[config.mk]
export PLATFORM = sky130hd
export DESIGN_NAME = shift_add_mult_ctrl_flat
export DESIGN_NICKNAME = d
export VERILOG_FILES = /design/src/rtl/shift_add_mult_ctrl_pkg.sv /design/src/rtl/shift_add_mult_ctrl_if.sv /design/src/rtl/shift_add_mult_ctrl_datapath.sv /design/src/rtl/shift_add_mult_ctrl.sv /design/src/flat_wrapper.sv
export SDC_FILE = /design/constraint.sdc
export NUM_CORES = 1
export LEC_CHECK = 0
export CORE_MARGIN = 2
export CORE_UTILIZATION = 30
export CTS_CLUSTER_DIAMETER = 50
export DETAILED_ROUTE_END_ITERATION = 8
export SLEW_MARGIN = 10
export SYNTH_ARGS = -nofsm -noshare
export SYNTH_HDL_FRONTEND = slang
export SYNTH_SLANG_ARGS = --single-unit
[constraint.sdc]
create_clock -name clk -period 2.3 [get_ports clk]
set_input_delay 0.23 -clock clk [delete_from_list [all_inputs] [get_ports clk]]
set_output_delay 0.23 -clock clk [all_outputs]
set_load 0.01 [all_outputs]
[src/rtl/shift_add_mult_ctrl_pkg.sv]
// Shared constants for the shift-add multiplier: FSM state encoding and default operand width.
// No logic; imported by the interface, datapath and controller.
package mult_pkg;
    localparam int N_DEFAULT = 4;

    localparam logic [1:0] ST_IDLE = 2'd0;
    localparam logic [1:0] ST_CALC = 2'd1;
    localparam logic [1:0] ST_DONE = 2'd2;
endpackage

[src/rtl/shift_add_mult_ctrl_if.sv]
// Operand/result bundle between the operand source (master) and the multiplier controller (slave).
// Start is a request with no ready; the source watches busy/done to know when it was taken.
interface shift_add_mult_ctrl_if import mult_pkg::*; #(
    parameter int N = N_DEFAULT
);
    localparam int CW = $clog2(N + 1);

    logic              start;
    logic [N-1:0]      a;
    logic [N-1:0]      b;
    logic              busy;
    logic              done;
    logic [2*N-1:0]    product;
    logic [CW-1:0]     iter;

    modport master (
        output start, a, b,
        input  busy, done, product, iter
    );

    modport slave (
        input  start, a, b,
        output busy, done, product, iter
    );
endinterface

[src/rtl/shift_add_mult_ctrl_datapath.sv]
// Shift-add datapath: multiplicand/multiplier/accumulator registers and the 2N-bit adder.
// Latency: one add/shift per i_step cycle; i_load captures operands. No backpressure.
// Macro MULT_EARLY_TERM_EN enables the next-multiplier-zero status used for early exit.
module shift_add_datapath import mult_pkg::*; #(
    parameter int N = N_DEFAULT
) (
    input  logic           clk,
    input  logic           rst_n,
    input  logic           i_load,
    input  logic           i_step,
    input  logic [N-1:0]   i_a,
    input  logic [N-1:0]   i_b,
    output logic           o_mplier_zero,
    output logic [2*N-1:0] o_acc_nxt
);
    logic [2*N-1:0] r_mcand;
    logic [N-1:0]   r_mplier;
    logic [2*N-1:0] r_acc;
    logic           w_lsb;

    assign w_lsb     = r_mplier[0];
    assign o_acc_nxt = r_acc + (w_lsb ? r_mcand : '0);

    // Looks at the multiplier as it will be after this cycle's shift.
`ifdef MULT_EARLY_TERM_EN
    assign o_mplier_zero = (r_mplier[N-1:1] == '0);
`else
    assign o_mplier_zero = 1'b0;
`endif

    always_ff @(posedge clk or negedge rst_n) begin
        if (!rst_n) begin
            r_mcand  <= '0;
            r_mplier <= '0;
            r_acc    <= '0;
        end else if (i_load) begin
            r_mcand  <= {{N{1'b0}}, i_a};
            r_mplier <= i_b;
            r_acc    <= '0;
        end else if (i_step) begin
            r_acc    <= o_acc_nxt;
            r_mcand  <= r_mcand << 1;
            r_mplier <= r_mplier >> 1;
        end
    end
endmodule

[src/rtl/shift_add_mult_ctrl.sv]
// Sequencing controller for an unsigned N x N shift-add multiplier (IDLE/CALC/DONE FSM).
// Latency: N CALC cycles after accepted start, then a one-cycle done pulse (fewer with MULT_EARLY_TERM_EN).
// Start is only taken in IDLE or DONE and ignored while busy; holding it in DONE runs back-to-back.
module shift_add_mult_ctrl import mult_pkg::*; #(
    parameter int N = N_DEFAULT
) (
    input  logic                 clk,
    input  logic                 rst_n,
    shift_add_mult_ctrl_if.slave bus
);
    localparam int             CW        = $clog2(N + 1);
    localparam logic [CW-1:0]  ITER_LAST = CW'(N - 1);

    logic [1:0]     r_state;
    logic [1:0]     w_state_nxt;
    logic [CW-1:0]  r_iter;
    logic [2*N-1:0] r_product;
    logic [2*N-1:0] w_acc_nxt;
    logic           w_mplier_zero;
    logic           w_accept;
    logic           w_step;
    logic           w_last;

    assign w_accept = bus.start && ((r_state == ST_IDLE) || (r_state == ST_DONE));
    assign w_step   = (r_state == ST_CALC);
    assign w_last   = (r_iter == ITER_LAST) || w_mplier_zero;

    shift_add_datapath #(.N(N)) u_datapath (
        .clk           (clk),
        .rst_n         (rst_n),
        .i_load        (w_accept),
        .i_step        (w_step),
        .i_a           (bus.a),
        .i_b           (bus.b),
        .o_mplier_zero (w_mplier_zero),
        .o_acc_nxt     (w_acc_nxt)
    );

    always_ff @(posedge clk or negedge rst_n) begin
        if (!rst_n) r_state <= ST_IDLE;
        else        r_state <= w_state_nxt;
    end

    always_comb begin
        w_state_nxt = r_state;
        case (r_state)
            ST_IDLE: if (bus.start) w_state_nxt = ST_CALC;
            ST_CALC: if (w_last)    w_state_nxt = ST_DONE;
            ST_DONE: w_state_nxt = bus.start ? ST_CALC : ST_IDLE;
            default: w_state_nxt = ST_IDLE;
        endcase
    end

    always_comb begin
        bus.busy = 1'b0;
        bus.done = 1'b0;
        case (r_state)
            ST_CALC: bus.busy = 1'b1;
            ST_DONE: bus.done = 1'b1;
            default: ;
        endcase
    end

    // Product captures the adder output on the last step, so it is valid in the DONE cycle.
    always_ff @(posedge clk or negedge rst_n) begin
        if (!rst_n) begin
            r_iter    <= '0;
            r_product <= '0;
        end else begin
            if (w_accept)    r_iter <= '0;
            else if (w_step) r_iter <= r_iter + CW'(1);
            if (w_step && w_last) r_product <= w_acc_nxt;
        end
    end

    assign bus.product = r_product;
    assign bus.iter    = r_iter;
endmodule

[src/flat_wrapper.sv]
// flat-port wrapper written by rule: the top's interface ports become plain ports
module shift_add_mult_ctrl_flat import mult_pkg::*;
#(
    parameter int N = N_DEFAULT
)
  (clk, rst_n, bus_start, bus_a, bus_b, bus_busy, bus_done, bus_product, bus_iter);
  shift_add_mult_ctrl_if #(.N(N)) bus_i ();
  input  logic clk;
  input  logic rst_n;
  input wire logic [$bits(bus_i.start)-1:0] bus_start;
  input wire logic [$bits(bus_i.a)-1:0] bus_a;
  input wire logic [$bits(bus_i.b)-1:0] bus_b;
  output wire logic [$bits(bus_i.busy)-1:0] bus_busy;
  output wire logic [$bits(bus_i.done)-1:0] bus_done;
  output wire logic [$bits(bus_i.product)-1:0] bus_product;
  output wire logic [$bits(bus_i.iter)-1:0] bus_iter;
  assign bus_i.start = bus_start;
  assign bus_i.a = bus_a;
  assign bus_i.b = bus_b;
  assign bus_busy = bus_i.busy;
  assign bus_done = bus_i.done;
  assign bus_product = bus_i.product;
  assign bus_iter = bus_i.iter;
  shift_add_mult_ctrl #(.N(N)) u_core (.clk(clk), .rst_n(rst_n), .bus(bus_i));
endmodule
# After elaboration in Yosys (flattened, before gate mapping)
# Index checks and enable logic that the tools add are counted.
op_classes:
  n_addsub: 2
  multipliers: 0
  n_mux: 15
  reduce_logical: 6
  bitwise: 0
  n_eq_ne: 5
  magnitude_cmp: 0
  shifts: 0
  div_mod_pow: 0
op_table:
  columns: ["operator", "n"]
  rows:
  - ["8-bit two-way mux", 5]
  - ["8-bit adder", 1]
  - ["4-bit two-way mux", 2]
  - ["3-bit two-way mux", 2]
  - ["2-bit case mux with 3 select lines", 1]
  - ["2-bit two-way mux", 2]
  - ["2-bit != test (second input constant)", 2]
  - ["3-bit by 1-bit adder with 3-bit output (second input constant)", 1]
  - ["3-bit by 2-bit equality test with 1-bit output (second input constant)", 1]
  - ["1-bit two-way mux", 3]
  - ["2-bit by 1-bit equality test with 1-bit output (second input constant)", 1]
  - ["2-bit equality test (second input constant)", 1]
  - ["1-bit logical AND", 2]
  - ["2-bit logical NOT", 1]
  - ["2-bit AND reduction", 1]
  - ["2-bit nonzero test", 1]
  - ["1-bit logical OR", 1]
totals:
  register_bits: 33
  ram_bits: 0
  latch_bits: 0
  out_inout_bits: 13
  mem_count: 0
  rom_bits: 0
  input_bits: 11

# Logic depth before layout (Yosys ltp)
# Gate-level depths: netlist of run 1.
depth:
  depth_word: 4
  ltp_mapped: 9
  ltp_nobuf: 9

# Modules after synthesis
# A second synthesis of run 1 with hierarchy kept.
hier_totals:
  hier_cells: 163
  area_unflattened_um2: 1825.5
by_module_without_submodules:
  columns: ["module", "instances", "area_per_inst_um2", "seq_area_each_um2", "cells_each"]
  rows:
  - ["shift_add_datapath", 1, 1207.4, 500.5, 125]
  - ["shift_add_mult_ctrl", 1, 618.1, 325.3, 38]

# Least setup slack after synthesis of run 1
# Ideal clock, no wire load.
synth_path:
  kind: "reg2reg"
  start: "register u_core.u_datapath.r_mplier[0]"
  end: "register u_core.u_datapath.r_acc[7]"
  stages_incl_launch_ff: 9
  required_ps: 2155
  setup_slack_ps: 302
  n_path_buf: 0
  setup_ps: 145
  t_arrival_ps: 1853
  path_cell_list: "dfrtp_1 > nand2_1 > inv_1 > ha_1 > a211oi_2 > o211ai_2 > and2_1 > a2111oi_1 > o311ai_1"
synth_between:
  elab_chain_cells: 4
synth_rtl:
  columns: ["item", "line", "rtl"]
  rows:
  - ["start, declared", "shift_add_mult_ctrl_datapath.sv:17", "logic [N-1:0] r_mplier;"]
  - ["start signal, assigned", "shift_add_mult_ctrl_datapath.sv:38", "r_mplier <= i_b;"]
  - ["start signal, assigned", "shift_add_mult_ctrl_datapath.sv:43", "r_mplier <= r_mplier >> 1;"]
  - ["8-bit two-way mux", "shift_add_mult_ctrl_datapath.sv:22", "assign o_acc_nxt = r_acc + (w_lsb ? r_mcand : '0);"]
  - ["8-bit adder", "shift_add_mult_ctrl_datapath.sv:22", null]
  - ["8-bit two-way mux", "shift_add_mult_ctrl_datapath.sv:40", "end else if (i_step) begin"]
  - ["8-bit two-way mux", "shift_add_mult_ctrl_datapath.sv:36", "end else if (i_load) begin"]
  - ["end signal, assigned", "shift_add_mult_ctrl_datapath.sv:41", "r_acc <= o_acc_nxt;"]
  - ["end, declared", "shift_add_mult_ctrl_datapath.sv:18", "logic [2*N-1:0] r_acc;"]
# Every way passes these cells. The select of a mux whose other input is x is not followed.
# A chain may end at the register's enable or synchronous reset.

# Final worst setup path of run 1
# Same ends and word-level chain as after synthesis.

==> impl_summary.txt, run 1 <==
----------------------------------------------------
[Synth]
  Mean cell area of the mapped netlist ... 9.919 um2
  Most numerous cell in the Yosys netlist ... sky130_fd_sc_hd__dfrtp_1
  Number of warnings reported in the yosys synthesis log ... 0
  Synth async-reset ratio ... 100.0%
  Area fraction of the dominant cell type after synthesis ... around 47%
  Number of standard cells after synthesis ... 179
  Register bit total from synthesis ... 33
  Most frequent cells after synthesis ... 33 x sky130_fd_sc_hd__dfrtp_1, 16 x sky130_fd_sc_hd__o21ai_0, 15 x sky130_fd_sc_hd__nand2_1, 12 x sky130_fd_sc_hd__nor2_1
  Post-Synthesis Cell Area ... 1775 um2
  Number of unique standard cell types used by synthesis ... 38
  Largest area contributor in the netlist ... sky130_fd_sc_hd__dfrtp_1
  Largest cells by area after synthesis ... sky130_fd_sc_hd__dfrtp_1 47%, sky130_fd_sc_hd__ha_1 6.3%, sky130_fd_sc_hd__o21ai_0 4.5%, sky130_fd_sc_hd__and2_1 3.2%, sky130_fd_sc_hd__nand2_1 3.2%
  Synthesized netlist net count ... 200
  Most used DFF post-synth ... sky130_fd_sc_hd__dfrtp_1
  EDFF count, synth ... 0
  Share of synthesized area occupied by flip-flops and latches ... 46.51%

[Die]
  Full die area ... 6550 um2
  DIE HEIGHT ... 80.93 um
  Count of boundary I/O pins ... 24
  DIE WIDTH ... 80.93 um
  Site Rows ... 28
  Initial Util ... about 31%
  Floorplan core area ... between 5000 and 6000 um2

[Setup path]
  Worst reg2reg endpoint ... u_core.u_datapath.r_acc[7]$_DFFE_PN0P_
  Critical path's largest stage delay ... between 0.4 and 0.5 ns
  Worst Setup End Kind ... register
  Critical R2R Launch ... u_core.u_datapath.r_mplier[0]$_DFFE_PN0P_
  Type of element launching the critical path ... register
  Worst path required time ... 2.45 ns
  CP top delay family ... compound AO/OA/AOI/OAI gates
  Crit path to ... u_core.u_datapath.r_acc[7]$_DFFE_PN0P_
  Reg2reg setup slack ... 0.12 ns
  Series of cell instances along the critical path ... nand2_1 -> inv_1 -> ha_1 -> a211oi_2 -> o211ai_2 -> and2_1 -> a2111oi_1 -> o311ai_1
  Worst path depth ... 8
  Crit Path Category ... register to register
  Arrival time reported for the critical path endpoint ... between 2 and 2.5 ns
  Count of buffering cells on the critical path with inverters included ... 1
  R2r worst-path depth ... 8
  Crit-path max FO ... 10
  Start point of the critical path ... u_core.u_datapath.r_mplier[0]$_DFFE_PN0P_
  Crit-path slowest cell ... sky130_fd_sc_hd__dfrtp_1

[GRT]
  Maximum number of pins on one net before global-route repair ... 34
  M2 GR Usage ... between 10% and 20%
  Grt ovf ... 0
  Antenna violations before repair ... 0
  Met1 Usage GRT ... between 10% and 20%
  Grt met3 use ... 4.000%
  Number of global-route vias before repair ... 1332
  Wire length of the first global-routing pass ... 6320 um
  Most utilized layer in the global route result ... met2
  GRT Overall Usage ... 12.71%

[STA]
  Max-slew headroom ... 65.39%
  Maximum clock frequency ... ~460 MHz
  Clock Skews ... 0.005898 ns
  Tightest hold margin ... 0.3469 ns
  Fraction of the cycle the final worst path needs ... 94.70%
  Slew Limit Fails ... 0
  Worst-Margin Slew ... 0.5191 ns
  Number of hold-slack violations in the final timing report ... 0
  Final setup violation count ... 0
  Final period demand of the worst path ... 2.178 ns

[Place]
  Total half-perimeter wirelength after legalization and detailed placement ... 2740 um
  GPL Wtd Cong ... 0.7734
  Port bufs ... 23
  Placed instance count ... approximately 280
  Total placed instance area ... 2101 um2

[Clocking]
  Clock transition time at the flip-flop clock pins of the worst setup and hold paths ... 0.07 ns
  Clock tree from TritonCTS ... done
  Root buffer cell ... sky130_fd_sc_hd__clkbuf_8
  Number of buffers on the longest clock path ... 2
  Worst skew pair latency ... 0.29 ns
  Number of clock sinks ... 33
  Total CTS buffers ... 5
  CTS H-Tree Depth ... 2

[Power and ir drop]
  Power Dens Cells ... 1431 nW/um2
  Max IR drop VDD ... around 0.83 mV
  Leakage power total ... 0.9729 nW

[Detailed routing]
  Post-detailed-route DRC marker count ... 0
  Wire per inst ... 13.48 um
  Via density per instance ... 4.958
  Violation count after the first detailed-routing iteration ... 110
  Detail Route Antenna Nets ... 0
  Routed vias ... 1408
  Routed wire length ... 3829 um
  Pre-antenna DRT Iters ... 4

[Layout]
  Layout overhead on the synthesized area ... 23.68%
  Number of nets in the final layout ... 229
  Cell Count, Final, Fillers Out ... 284
  Utilization after layout ... 37.76%
  Antenna diode instance count ... 0
  Post-route design area ... 2196 um2
  Share of cells above drive strength 1 ... 11.00%

[Hold path]
  Worst hold-check path type ... input port to asynchronous set/reset pin

[Outcome]
  Result of the run ... completed

[Job]
  Max capacitance violation total ... 0

----------------------------------------------------
where the power goes:
group | internal, W | switching (W) | leakage, nW
Clock | 0.000210 | 0.000215 | 0.0450
Sequential | 0.000852 | 0.000200 | 0.412
Combinational | 0.000773 | 0.000892 | 0.516
Total | 0.00183 | 0.00131 | 0.973
worst min-delay path by stage:
stage                                 startpoint                                 to  slack, ns  cells after the start
2_1_floorplan                              rst_n     u_core.bus.iter[0]$_DFFE_PN0P_      -0.07                      0
3_3_place_gp   u_core.bus.product[3]$_DFFE_PN0P_  u_core.bus.product[3]$_DFFE_PN0P_       0.47                      2
3_5_place_dp   u_core.bus.product[5]$_DFFE_PN0P_  u_core.bus.product[5]$_DFFE_PN0P_       0.48                      2
4_1_cts                                    rst_n  u_core.bus.product[7]$_DFFE_PN0P_       0.37                      2
5_1_grt                                    rst_n  u_core.bus.product[7]$_DFFE_PN0P_       0.40                      2
6_report                                   rst_n  u_core.bus.product[7]$_DFFE_PN0P_       0.35                      2
final cells by class:
type	instances	area [um2]
multi-input combinational	130	884.6
clock inverter	2	10.01
inverter	9	33.78
tap	75	93.84
clock buffer	6	72.57
timing repair buffer	29	275.3
fill	623	3620
sequential	33	825.8
cells by family after synthesis:
| logic type | Yosys count | synth area share, % |
|---|---|---|
| AOI/OAI and AO/OA | 49 | 17.83 |
| xor gates and xnor gates | 4 | 2.749 |
| adders and majority gates | 10 | 7.470 |
| buffers and inverters | 16 | 4.369 |
| DFF | 33 | 46.51 |
| muxes | 5 | 2.889 |
| and+or+nand+nor | 62 | 18.18 |
per-stage QoR:
stage	power, W	setup WS, ns	TNS (ns)
after global routing	0.003410	-0.005097	-0.006746
after floorplan	0.002186	0.3017	0
after detailed placement	0.002701	0.1041	0
after CTS	0.003149	0.07889	0
final	0.003142	0.1219	0
after global placement	0.002689	0.1410	0
layer usage:
metal	wire length, um	up-vias
li1	-	695
met1	1871	685
met2	1727	23
met3	166	5
met4	63	0
met5	0	-
what timing repair did:
item	CTS	global route
setup endpoints to repair	0	5
hold buffers	0	0
resized for setup	0	4
buffers inserted	0	0
state kept, by name, summed over array words and instances, names as in the netlist:
name	cells
u_core.bus.product	8
u_core.u_datapath.r_acc	8
u_core.u_datapath.r_mcand	8
u_core.u_datapath.r_mplier	4
u_core.bus.iter	3
u_core.r_state	2
cells in the final DEF, fill, tap and decap left out, types with 2 or more instances in the layout:
cell and count:
sky130_fd_sc_hd__o21ai_0 16, sky130_fd_sc_hd__nand2_1 15, sky130_fd_sc_hd__dfrtp_1 33, sky130_fd_sc_hd__clkinv_2 2
sky130_fd_sc_hd__xor2_1 3, sky130_fd_sc_hd__a21oi_2 2, sky130_fd_sc_hd__mux2i_1 4, sky130_fd_sc_hd__clkbuf_8 5
sky130_fd_sc_hd__a211oi_1 3, sky130_fd_sc_hd__nor3_1 2, sky130_fd_sc_hd__and3_1 2, sky130_fd_sc_hd__o21ai_1 3
sky130_fd_sc_hd__a21oi_1 5, sky130_fd_sc_hd__o22ai_1 6, sky130_fd_sc_hd__nand3_1 7, sky130_fd_sc_hd__ha_1 9
sky130_fd_sc_hd__a2111oi_1 2, sky130_fd_sc_hd__nand2b_1 4, sky130_fd_sc_hd__and2_1 9, sky130_fd_sc_hd__buf_4 6
sky130_fd_sc_hd__clkdlybuf4s50_1 23, sky130_fd_sc_hd__nor2b_1 5, sky130_fd_sc_hd__nor2_1 12, sky130_fd_sc_hd__a22o_1 6
sky130_fd_sc_hd__inv_1 8, sky130_fd_sc_hd__or4_1 2
worst register-to-register path, cell delays in order, from the launching register on:
cell and delay, ns:
sky130_fd_sc_hd__dfrtp_1 0.45, sky130_fd_sc_hd__nand2_1 0.14, sky130_fd_sc_hd__inv_1 0.05, sky130_fd_sc_hd__ha_1 0.30, sky130_fd_sc_hd__a211oi_2 0.24, sky130_fd_sc_hd__o211ai_2 0.15, sky130_fd_sc_hd__and2_1 0.18, sky130_fd_sc_hd__a2111oi_1 0.38
sky130_fd_sc_hd__o311ai_1 0.16
No activity file was read; power rests on OpenSTA's default activity.
==> run 2, diff against run 1 <==
==> constraint.sdc (replaced) <==
create_clock -name clk -period 2.45 [get_ports clk]
set_input_delay 0.245 -clock clk [delete_from_list [all_inputs] [get_ports clk]]
set_output_delay 0.245 -clock clk [all_outputs]
set_load 0.01 [all_outputs]
==> run 2 against run 1 <==
Against the previous run: non-clock buffer count decreased by 3; first-iteration DRC count fell by 8.2%; total power fell by 3.5%; clock power is 25% higher; utilization hardly changed; register-to-register slack better by 0.10 ns; via count shrank 3.1%; final cell count shrank 1.1%; die area did not move; routed wire length barely moved; largest power group unchanged.
==> impl_summary.txt, run 2 (same netlist as run 1, synthesis figures left out) <==
----------------------------------------------------
[Die]
  Initial Util ... a little under a third
  Site Rows ... 28
  Floorplan core area ... 5816 um2
  DIE WIDTH ... 80.93 um
  DIE HEIGHT ... approximately 81 um
  Count of boundary I/O pins ... 24
  Full die area ... between 6000 and 7000 um2

[STA]
  Final setup violation count ... 0
  Final period demand of the worst path ... 2.228 ns
  RSZ-0062 raised after global routing ... no
  Slew Limit Fails ... 0
  Final-layout setup total negative slack ... 0 ns
  Max-slew headroom ... 65.51%
  Tightest hold margin ... 0.3760 ns
  Clock Skews ... 0.006997 ns
  Fraction of the cycle the final worst path needs ... about nine tenths
  Worst-Margin Slew ... 0.5174 ns
  Number of hold-slack violations in the final timing report ... 0
  Maximum clock frequency ... 448.8 MHz

[Power and ir drop]
  Power Dens Cells ... 1381 nW/um2
  Clock Power Share ... 17.5%
  Internal power component ... approximately 0.0018 W
  Switching Share ... 39.65%
  Max IR drop VDD ... 0.5641 mV
  Power dissipated by switching net loads ... 0.001202 W
  Leakage power total ... 0.9700 nW
  Combinational share of power ... around 50%
  Relative contribution of sequential cells to total power ... 33.2%

[Detailed routing]
  Routed vias ... 1365
  Routed wire length ... between 3000 and 4000 um
  Violation count after the first detailed-routing iteration ... roughly 100
  Detail Route Antenna Nets ... 0
  Wire per inst ... 13.64 um
  Post-detailed-route DRC marker count ... 0
  Pre-antenna DRT Iters ... 4
  Via density per instance ... just under 5

[Layout]
  Most common cell after layout, fill and taps aside ... sky130_fd_sc_hd__dfrtp_1
  Layout overhead on the synthesized area ... 23.61%
  Share of cells above drive strength 1 ... under 10%
  Number of inserted filler cells in the final layout ... ~640
  Cell Count, Final, Fillers Out ... between 200 and 300
  Post-route design area ... 2195 um2
  Most used cells in the layout excluding fill and tap cells ... 33 x sky130_fd_sc_hd__dfrtp_1, 23 x sky130_fd_sc_hd__clkdlybuf4s50_1, 16 x sky130_fd_sc_hd__o21ai_0, 15 x sky130_fd_sc_hd__nand2_1, 12 x sky130_fd_sc_hd__nor2_1
  Number of nets in the final layout ... 226
  Storage cell area ... a little over 800 um2
  Antenna diode instance count ... 0
  Area of the multi-input gates ... 872.1 um2

[Setup path]
  Worst Setup End Kind ... register
  Crit-path max FO ... 10
  Crit-path slowest cell ... sky130_fd_sc_hd__dfrtp_1
  Critical path's largest stage delay ... between 0.4 and 0.5 ns
  Count of buffering cells on the critical path with inverters included ... 1
  CP top delay family ... compound AO/OA/AOI/OAI gates
  Arrival time reported for the critical path endpoint ... 2.38 ns
  Series of cell instances along the critical path ... nand2_1 -> inv_1 -> ha_1 -> a211oi_2 -> o211ai_2 -> and2_1 -> a2111oi_1 -> o311ai_1
  Type of element launching the critical path ... register
  Worst path required time ... 2.60 ns
  Crit Path Category ... register to register

[Clocking]
  Number of hold buffers added after CTS ... 0
  Worst skew pair latency ... between 0.2 and 0.3 ns
  Root buffer cell ... sky130_fd_sc_hd__clkbuf_8
  CTS H-Tree Depth ... 2
  Total CTS buffers ... 5
  Number of clock sinks ... 33
  Number of buffers on the longest clock path ... 2
  # Post-CTS Setup Buffers ... 0
  Clock transition time at the flip-flop clock pins of the worst setup and hold paths ... 0.07 ns
  Post-cts gate resize count ... 0
  Clock tree from TritonCTS ... done

[Place]
  Total half-perimeter wirelength after legalization and detailed placement ... 2767 um
  Total placed instance area ... 2078 um2
  Port bufs ... 23
  Placed instance count ... 273
  GPL Wtd Cong ... 0.7713

[Hold path]
  Worst hold-check path type ... input port to asynchronous set/reset pin

[GRT]
  GRT Overall Usage ... 13.05%
  Wire length of the first global-routing pass ... approximately 6500 um
  Number of global-route vias before repair ... roughly 1400
  Grt ovf ... 0
  Maximum number of pins on one net before global-route repair ... 34
  Antenna violations before repair ... 0

[Job]
  Max capacitance violation total ... 0

[Outcome]
  Result of the run ... completed

----------------------------------------------------
[run 2: changes by cell type in the layout (fill, tap and decap cells not counted), sizes merged]
cell	before	now
clkinv	2	0
buf	6	3
bufinv	0	1
clkbuf	6	7
[run 2: final timing paths]
kind                                                           start                                     end  slack [ns]  depth (start not counted)
min reg2reg                        u_core.bus.product[5]$_DFFE_PN0P_       u_core.bus.product[5]$_DFFE_PN0P_        0.48                          2
max in group asynchronous                                      rst_n       u_core.bus.product[0]$_DFFE_PN0P_        1.77                          2
max reg2reg                u_core.u_datapath.r_mplier[0]$_DFFE_PN0P_  u_core.u_datapath.r_acc[7]$_DFFE_PN0P_        0.22                          8
max                        u_core.u_datapath.r_mplier[0]$_DFFE_PN0P_  u_core.u_datapath.r_acc[7]$_DFFE_PN0P_        0.22                          8
min in group clk                   u_core.bus.product[5]$_DFFE_PN0P_       u_core.bus.product[5]$_DFFE_PN0P_        0.48                          2
min                                                            rst_n       u_core.bus.product[7]$_DFFE_PN0P_        0.38                          2
[run 2: metal layers]
metal	up-vias	track usage, %	share of wire, %
met2	25	20.58	47
met4	0	4.068	1.3
met3	5	3.556	3.0
li1	682	-	-
met1	653	17.49	49
met5	-	0	0
[run 2: area by class of cell]
class / count / share of cell area [%]
multi-input combinational: 130 / 39.74
inverter: 9 / 1.539
sequential: 33 / 37.63
clock buffer: 7 / 3.934
tap: 75 / 4.276
clock inverter: 1 / 1.368
timing repair buffer: 26 / 11.52
[run 2: power by group through the flow]
stage | Combinational (W) | Clock (W) | Sequential, W
6_report | 0.00149 | 0.000530 | 0.00101
3_3_place_gp | 0.00148 | 0 | 0.00102
3_5_place_dp | 0.00150 | 0 | 0.00102
4_1_cts | 0.00151 | 0.000550 | 0.00101
2_1_floorplan | 0.00107 | 0 | 0.000987
5_1_grt | 0.00168 | 0.000578 | 0.00105
[run 2: metrics by stage]
stage                     setup slack (ns)  total power, W  utilization (%)
after floorplan                     0.4517        0.002052                -
after global placement              0.2805        0.002499            35.74
after CTS                           0.1989        0.003074            37.74
after detailed placement            0.2315        0.002521            35.74
final                               0.2219        0.003031            37.74
after global routing               0.01046        0.003310            37.74
